[src/rtl/exe_mdu_if.sv]
// exe_mdu_if: request/operand and handshake/result bus between execute stage and multiply/divide engine
interface exe_mdu_if #(
    parameter int WIDTH = 16
);
    logic             start;
    logic [1:0]       op;
    logic [WIDTH-1:0] opA;
    logic [WIDTH-1:0] opB;
    logic             kill;
    logic             busy;
    logic             done;
    logic [WIDTH-1:0] hi;
    logic [WIDTH-1:0] lo;
    logic             dz;

    modport master (
        output start, op, opA, opB, kill,
        input  busy, done, hi, lo, dz
    );

    modport slave (
        input  start, op, opA, opB, kill,
        output busy, done, hi, lo, dz
    );
endinterface

[src/rtl/exe_mdu.sv]
// exe_mdu: iterative shift-add multiplier / restoring divider with signed modes, divide-by-zero flag and flush abort
module exe_mdu #(
    parameter int WIDTH = 16,
    parameter int CNT_W = $clog2(WIDTH) + 1
) (
    input logic      clk,
    input logic      rst_n,
    exe_mdu_if.slave bus
);
    typedef enum logic [1:0] {IDLE, RUN, FIX} state_t;

    state_t             state, state_n;
    logic [CNT_W-1:0]   cnt;
    logic [WIDTH:0]     acc;
    logic [WIDTH-1:0]   q;
    logic [WIDTH-1:0]   b;
    logic               is_div;
    logic               neg_lo;
    logic               neg_hi;
    logic               dz_p;
    logic               busy_r;
    logic               done_r;
    logic               dz_r;
    logic [WIDTH-1:0]   hi_r;
    logic [WIDTH-1:0]   lo_r;

    logic               accept;
    logic               div_zero;
    logic               sa;
    logic               sb;
    logic [WIDTH-1:0]   ma;
    logic [WIDTH-1:0]   mb;
    logic [WIDTH:0]     sum;
    logic [WIDTH:0]     mul_t;
    logic [WIDTH:0]     sh;
    logic [WIDTH:0]     diff;
    logic               ge;
    logic [WIDTH:0]     acc_n;
    logic [WIDTH-1:0]   q_n;
    logic [2*WIDTH-1:0] prod;
    logic [WIDTH-1:0]   quo;
    logic [WIDTH-1:0]   rem;
    logic [WIDTH-1:0]   res_hi;
    logic [WIDTH-1:0]   res_lo;

    // operand conditioning: signed ops run on magnitudes, signs are reapplied in FIX
    assign accept   = bus.start && !bus.kill;
    assign div_zero = bus.op[1] && (bus.opB == '0);
    assign sa       = bus.op[0] && bus.opA[WIDTH-1];
    assign sb       = bus.op[0] && bus.opB[WIDTH-1];
    assign ma       = sa ? -bus.opA : bus.opA;
    assign mb       = sb ? -bus.opB : bus.opB;

    // multiply step: {acc,q} holds partial product and remaining multiplier bits
    assign sum   = acc + {1'b0, b};
    assign mul_t = q[0] ? sum : acc;

    // divide step: acc is the partial remainder, q shifts dividend out and quotient in
    assign sh    = {acc[WIDTH-1:0], q[WIDTH-1]};
    assign ge    = sh >= {1'b0, b};
    assign diff  = sh - {1'b0, b};

    assign acc_n = is_div ? (ge ? diff : sh) : {1'b0, mul_t[WIDTH:1]};
    assign q_n   = is_div ? {q[WIDTH-2:0], ge} : {mul_t[0], q[WIDTH-1:1]};

    // sign correction; most-negative / -1 wraps back to most-negative naturally
    assign prod   = neg_lo ? -{acc[WIDTH-1:0], q} : {acc[WIDTH-1:0], q};
    assign quo    = neg_lo ? -q : q;
    assign rem    = neg_hi ? -acc[WIDTH-1:0] : acc[WIDTH-1:0];
    assign res_hi = dz_p ? q  : (is_div ? rem : prod[2*WIDTH-1:WIDTH]);
    assign res_lo = dz_p ? '1 : (is_div ? quo : prod[WIDTH-1:0]);

    assign bus.busy = busy_r;
    assign bus.done = done_r;
    assign bus.hi   = hi_r;
    assign bus.lo   = lo_r;
    assign bus.dz   = dz_r;

    // state register
    always_ff @(posedge clk or negedge rst_n) begin
        if (!rst_n)
            state <= IDLE;
        else
            state <= state_n;
    end

    // next state: divide-by-zero skips iteration, kill aborts anything in flight
    always_comb begin
        state_n = state;
        case (state)
            IDLE:    if (accept) state_n = div_zero ? FIX : RUN;
            RUN:     state_n = bus.kill ? IDLE : ((cnt == '0) ? FIX : RUN);
            FIX:     state_n = IDLE;
            default: state_n = IDLE;
        endcase
    end

    // datapath iteration and registered results; results only load when FIX completes unkilled
    always_ff @(posedge clk or negedge rst_n) begin
        if (!rst_n) begin
            cnt    <= '0;
            acc    <= '0;
            q      <= '0;
            b      <= '0;
            is_div <= 1'b0;
            neg_lo <= 1'b0;
            neg_hi <= 1'b0;
            dz_p   <= 1'b0;
            busy_r <= 1'b0;
            done_r <= 1'b0;
            dz_r   <= 1'b0;
            hi_r   <= '0;
            lo_r   <= '0;
        end else begin
            busy_r <= state_n != IDLE;
            done_r <= (state == FIX) && !bus.kill;
            if (state == IDLE && accept) begin
                cnt    <= CNT_W'(WIDTH - 1);
                acc    <= '0;
                q      <= div_zero ? bus.opA : ma;
                b      <= mb;
                is_div <= bus.op[1];
                neg_lo <= sa ^ sb;
                neg_hi <= sa;
                dz_p   <= div_zero;
            end else if (state == RUN) begin
                cnt <= cnt - CNT_W'(1);
                acc <= acc_n;
                q   <= q_n;
            end
            if (state == FIX && !bus.kill) begin
                hi_r <= res_hi;
                lo_r <= res_lo;
                dz_r <= dz_p;
            end
        end
    end
endmodule

[src/flat_wrapper.sv]
// flat-port wrapper written by rule: the top's interface ports become plain ports
module exe_mdu_flat 
#(
    parameter int WIDTH = 16,
    parameter int CNT_W = $clog2(WIDTH) + 1
)
  (clk, rst_n, bus_start, bus_op, bus_opA, bus_opB, bus_kill, bus_busy, bus_done, bus_hi, bus_lo, bus_dz);
  exe_mdu_if #(.WIDTH(WIDTH)) bus_i ();
  input logic clk;
  input logic rst_n;
  input wire logic [$bits(bus_i.start)-1:0] bus_start;
  input wire logic [$bits(bus_i.op)-1:0] bus_op;
  input wire logic [$bits(bus_i.opA)-1:0] bus_opA;
  input wire logic [$bits(bus_i.opB)-1:0] bus_opB;
  input wire logic [$bits(bus_i.kill)-1:0] bus_kill;
  output wire logic [$bits(bus_i.busy)-1:0] bus_busy;
  output wire logic [$bits(bus_i.done)-1:0] bus_done;
  output wire logic [$bits(bus_i.hi)-1:0] bus_hi;
  output wire logic [$bits(bus_i.lo)-1:0] bus_lo;
  output wire logic [$bits(bus_i.dz)-1:0] bus_dz;
  assign bus_i.start = bus_start;
  assign bus_i.op = bus_op;
  assign bus_i.opA = bus_opA;
  assign bus_i.opB = bus_opB;
  assign bus_i.kill = bus_kill;
  assign bus_busy = bus_i.busy;
  assign bus_done = bus_i.done;
  assign bus_hi = bus_i.hi;
  assign bus_lo = bus_i.lo;
  assign bus_dz = bus_i.dz;
  exe_mdu #(.WIDTH(WIDTH), .CNT_W(CNT_W)) u_core (.clk(clk), .rst_n(rst_n), .bus(bus_i));
endmodule
[config.mk]
export PLATFORM = sky130hd
export DESIGN_NAME = exe_mdu_flat
export DESIGN_NICKNAME = d
export VERILOG_FILES = /design/src/rtl/exe_mdu_if.sv /design/src/rtl/exe_mdu.sv /design/src/flat_wrapper.sv
export SDC_FILE = /design/constraint.sdc
export NUM_CORES = 1
export LEC_CHECK = 0
export CAP_MARGIN = 20
export CORE_ASPECT_RATIO = 1.25
export CORE_MARGIN = 3
export CORE_UTILIZATION = 45
export DETAILED_ROUTE_END_ITERATION = 7
export PLACE_DENSITY = 0.65
export SYNTH_ARGS = -nofsm -noshare
export SYNTH_HDL_FRONTEND = slang
export SYNTH_SLANG_ARGS = --single-unit
[constraint.sdc]
create_clock -name clk -period 3.2 [get_ports clk]
set_input_delay 0.64 -clock clk [delete_from_list [all_inputs] [get_ports clk]]
set_output_delay 0.64 -clock clk [all_outputs]
set_load 0.01 [all_outputs]
Yosys cells after proc, flatten, opt, wreduce, memory -nomap -nowiden
Index checks and enable logic that the tools add are counted.
{"block": "classes", "n_addsub": 8, "magnitude_cmp": 1, "eq_ne": 2, "mux": 25, "n_bitwise": 1, "n_reduce_logical": 12}
{"operator": "$mux 16", "n": 12}
{"operator": "$mux 17", "n": 5}
{"operator": "$neg 16->16", "n": 4}
{"operator": "$mux 32", "n": 1}
{"operator": "$neg 32->32", "n": 1}
{"operator": "$add 17x16->17", "n": 1}
{"operator": "$ge 17x16->1", "n": 1}
{"operator": "$sub 17x16->17", "n": 1}
{"operator": "$logic_not 16->1", "n": 1}
{"operator": "$mux 5", "n": 2}
{"operator": "$mux 2", "n": 4}
{"operator": "$logic_and 1x1->1", "n": 6}
{"operator": "$logic_not 5->1", "n": 1}
{"operator": "$sub 5x1->5 const B", "n": 1}
{"operator": "$pmux 2 s2", "n": 1}
{"operator": "$reduce_bool 2->1", "n": 2}
{"operator": "$eq 2x1->1 const B", "n": 1}
{"operator": "$eq 2x2->1 const B", "n": 1}
{"operator": "$logic_not 2->1", "n": 1}
{"operator": "$logic_not 1->1", "n": 1}
{"operator": "$xor 1x1->1", "n": 1}
{"block": "word_totals", "reg_bits": 95, "inputBits": 38, "output_inout_bits": 35, "wordCells": 63}

Longest topological paths before layout
{"block": "logic_depth", "ltp_word": 6, "ltp_mapped": 13, "depth_no_buf": 12}

Least setup slack after synthesis
OpenSTA, ideal clock, no wires.
{"block": "synth_timing", "kind": "reg-to-reg", "start": "reg u_core.b[1]", "end": "reg u_core.acc[15]", "setup_time_ns": 0.121, "arrival_time_ns": 2.674, "t_required_ns": 3.079, "slack_ns": 0.405, "path_stages_with_launch": 13, "path_buffers": 2, "synth_period_minus_slack_ns": 2.795, "cell_sequence": "dfrtp_1 -> inv_1 -> ha_1 -> nor2b_1 -> o31a_1 -> o31ai_1 -> a21oi_1 -> or2_2 -> clkbuf_1 -> clkbuf_1 -> o31a_1 -> a31oi_1 -> nor2_1"}
{"block": "synth_between", "elab_chain_cells": 5, "elab_cells_between_ends": 8, "cone_classes": "add/sub (2); order compare (1); mux (5)"}
{"element": "start, declared", "line_no": "exe_mdu.sv:16", "rtl": "logic [WIDTH-1:0] b;"}
{"element": "start signal, assigned", "line_no": "exe_mdu.sv:121", "rtl": "b <= mb;"}
{"element": "$add 17x16->17, or another cell as far along", "line_no": "exe_mdu.sv:55", "rtl": "assign sum = acc + {1'b0, b};"}
{"element": "$mux 17 (on tied branches)", "line_no": "exe_mdu.sv:56, exe_mdu.sv:63"}
{"element": "$mux 17 (*)", "line_no": "exe_mdu.sv:63", "rtl": "assign acc_n = is_div ? (ge ? diff : sh) : {1'b0, mul_t[WIDTH:1]};"}
{"element": "$mux 17 (*)", "line_no": "exe_mdu.sv:126", "rtl": "end else if (state == RUN) begin"}
{"element": "$mux 17 (*)", "line_no": "exe_mdu.sv:117", "rtl": "if (state == IDLE && accept) begin"}
{"element": "end signal, assigned", "line_no": "exe_mdu.sv:128", "rtl": "acc <= acc_n;"}
{"element": "end, declared", "line_no": "exe_mdu.sv:14", "rtl": "logic [WIDTH:0] acc;"}
Mark *: on every way between the ends. The rest lies on a longest branch, timed or not. The select of a mux whose other input is x is not followed.
A chain may end at the register's enable or synchronous reset.

Final worst setup path
{"block": "layout_timing", "start": "reg u_core.b[1]", "end": "reg u_core.acc[9]"}
The elaborated chain is that of the path after synthesis.

==> results.toml <==
[die]
ios = 73
fp.dieH_um = 149.0
coreArea_sq_um = 15830
die_area_sq_um = 17950
initial_core_util_pct = 46.54
rows = 51
fp.dieW_um = 120.4

[routing]
drt_iter0_markers = 495
first_pass_iters = 7
vias = 6909
route.antenna.remaining_nets = 0
routedWlPerCell_um = 17.61
wl_mm = 21.27
remaining_drc_errors = 0
viasPerCell = 5.719

[sta]
finalSetupViolCount = 0
slew_headroom_pct = 32.23
setup_ws_ps = 284.3
whs_ps = 291.3
worst_pin_slew_ps = 1017
rsz0062_at_grt = "false"
final-hold-violation-count = 0
fmax_mhz = 343.0
skew_ps = 7.224
fin_crit_ps = 2916
min_period_over_period_pct = 91.11
fin_tns_setup_ps = 0
slew_viol_final = 0

[grt]
globalRouteOverflowTotal = 0
grt_busiest_layer = "met2"
antenna_found_initial = 0
grt_max_degree = 46
grt_first_pass_wirelength_mm = 34.48
grt_use_met2_pct = 43.64
grt_use_total_pct = 24.03
grt_pass1_vias = 6791
use_met3_pct = 3.111
met1_usage_pct = 28.94

[final_layout]
nets = 1068
fillerInstances = 1531
diodes = 0
area_growth_pct = 20.64
layout-drive-gt1-share_pct = 9.639

[cts]
clock_latency_ps = 360
cts_htree_levels = 3
cts_tree = "built"
numCtsBuffers = 9
clk_path_buf_depth = 2
clkTransAtPathRegs_ps = 70
clock-sinks = 95
cts_post_setup_buffers_inserted = 0
root_buffer = "clkbuf_16"

[min_path]
hold_path_class = "in -> async"

[worst_setup_path]
slowest_delay_ps = 450
cp-end-kind = "register"
worstPathRequired_ps = 3430
crit_slowest_cell = "or2_2"
crit_path_start_kind = "register"
worstPathCellList = "inv_1 > ha_1 > nor2b_1 > o31a_1 > o31ai_1 > a21oi_1 > or2_2 > mux2_2 > a21oi_1 > o21ai_0"
rr_endpoint = "u_core.acc[9]"
crit_fanout = 11
worstReg2RegStart = "u_core.b[1]"
worstPathArrival_ps = 3150
r2r_cells = 10
cp_top_family = "compound AO/OA/AOI/OAI gates"
cp_num_buf_inv = 1
worstSetupPathType = "reg -> reg"
reg2reg_slack_ps = 280
path_common_cell = "a21oi_1"

[placed_design]
routabilityCongestion = 0.9355
place_hpwl_mm = 16.24
post-place-ws_ps = 68.77
io_buffers = 72

[run_status]
status = "finished clean"

[yosys]
yosysMostFrequentCell = "dfrtp_1"
yosysSeqAreaShare_pct = 32.27
synth.distinct_cells = 61
syn_inst = 906
synth_top_area_share_pct = 32.27
synth_area_leaders = "dfrtp_1 32%, ha_1 6.3%, o21ai_0 5.9%, a21oi_1 5.6%, xor2_1 5.2%"
async_reset_ff_share_pct = 100.0
ys_seq_elements = 95
synth_warnings = 0
syn_avg_cell_area_sq_um = 8.130
syn_nets = 983
synth_top_area_cell = "dfrtp_1"
synth_area_sq_um = 7366
synth_common_cells = "95 x dfrtp_1, 89 x nand2_1, 87 x o21ai_0, 82 x a21oi_1, 80 x nor2_1"
synth_edf_count = 0
ys.flop_type = "dfrtp_1"

[power_and_ir_drop]
powerDensity_nw_per_um2 = 788.0
irDropWorstVdd_v = 0.0003210
leakagePower_nw = 3.747

[flow_run]
drv_cap = 0
cells in the final DEF (no fill, tap or decap), types with 5 or more instances in the layout:
| cell type | n |
|---|---|
| a211oi_1 | 14 |
| a21o_1 | 5 |
| a21oi_1 | 82 |
| a31oi_1 | 9 |
| and3_1 | 8 |
| buf_4 | 56 |
| clkbuf_16 | 9 |
| clkdlybuf4s50_1 | 71 |
| dfrtp_1 | 94 |
| ha_1 | 37 |
| inv_1 | 33 |
| mux2_2 | 5 |
| mux2i_1 | 27 |
| nand2_1 | 89 |
| nand2b_1 | 11 |
| nand3_1 | 21 |
| nor2_1 | 80 |
| nor2b_1 | 8 |
| nor3_1 | 18 |
| nor4_1 | 10 |
| o211ai_1 | 19 |
| o21a_1 | 14 |
| o21ai_0 | 86 |
| o31ai_1 | 17 |
| o41ai_1 | 5 |
| or2_2 | 7 |
| or3_1 | 9 |
| xnor2_1 | 36 |
| xor2_1 | 44 |
final cells by class:
class,instances,area (sq um),share of cell area [%]
multi-input cells,723,4668,52.53
flip-flops and latches,95,2379,26.77
well taps,212,265.3,2.985
clock inverters,7,70.07,0.7885
inverters,34,127.6,1.436
repair buffers,128,1151,12.95
clock buffers,9,225.2,2.534
how the worst max path moves through the flow:
stage / start / endpoint / cells after the start
2_1_floorplan: u_core.b[1] / u_core.acc[15] / 12
3_3_place_gp: bus_opA[2] / u_core.q[15] / 8
3_5_place_dp: bus_opA[2] / u_core.q[15] / 8
4_1_cts: u_core.q[15] / u_core.acc[16] / 12
5_1_grt: u_core.q[10] / u_core.bus.hi[15] / 8
6_report: u_core.b[1] / u_core.acc[9] / 10
routing by layer:
layer | part of all wire [%] | vias to the layer above
met4 | 2.7 | 0
met2 | 51 | 164
met3 | 3.9 | 38
met5 | 0 | -
li1 | - | 3428
met1 | 42 | 3279
power breakdown:
part	internal, W	switching [W]
clock	0.000608	0.000498
sequential	0.00145	0.000334
combinational	0.00180	0.00232
total	0.00385	0.00315
sequential cells by signal (all words and copies together) (netlist names):
name / cells
u_core.dz_p: 1
u_core.q: 16
u_core.bus.busy: 1
u_core.bus.dz: 1
u_core.neg_lo: 1
u_core.acc: 17
u_core.bus.lo: 16
u_core.is_div: 1
u_core.b: 16
u_core.cnt: 5
u_core.state: 2
u_core.bus.hi: 16
u_core.neg_hi: 1
u_core.bus.done: 1
logic make-up (layout without fill, tap and decap cells):
family,count (synthesis),count (layout),share of synthesized area [%]
DFF,95,95,32.27
AOI/OAI and AO/OA,287,287,24.04
and+or+nand+nor,285,285,18.31
buffers and inverters,88,178,4.603
xor gates and xnor gates,80,80,9.512
adders and majority gates,39,39,6.829
muxes,32,32,4.433
what timing repair did:
action | CTS | global route
gates resized for setup | 0 | 3
endpoints found under the setup margin | 0 | 3
hold buffers | 0 | 0
metrics by stage:
step                      total power (W)  cells  util, %  instance area (sq um)
final                            0.007003   1208    56.15                   8886
after global routing             0.007574   1208    56.15                   8886
after CTS                        0.006967   1208    56.09                   8876
after detailed placement         0.005842   1192    54.22                   8581
after global placement           0.005798   1192    54.22                   8581
after floorplan                  0.004636    906        -                   7366
(Power assumes the default switching activity.)
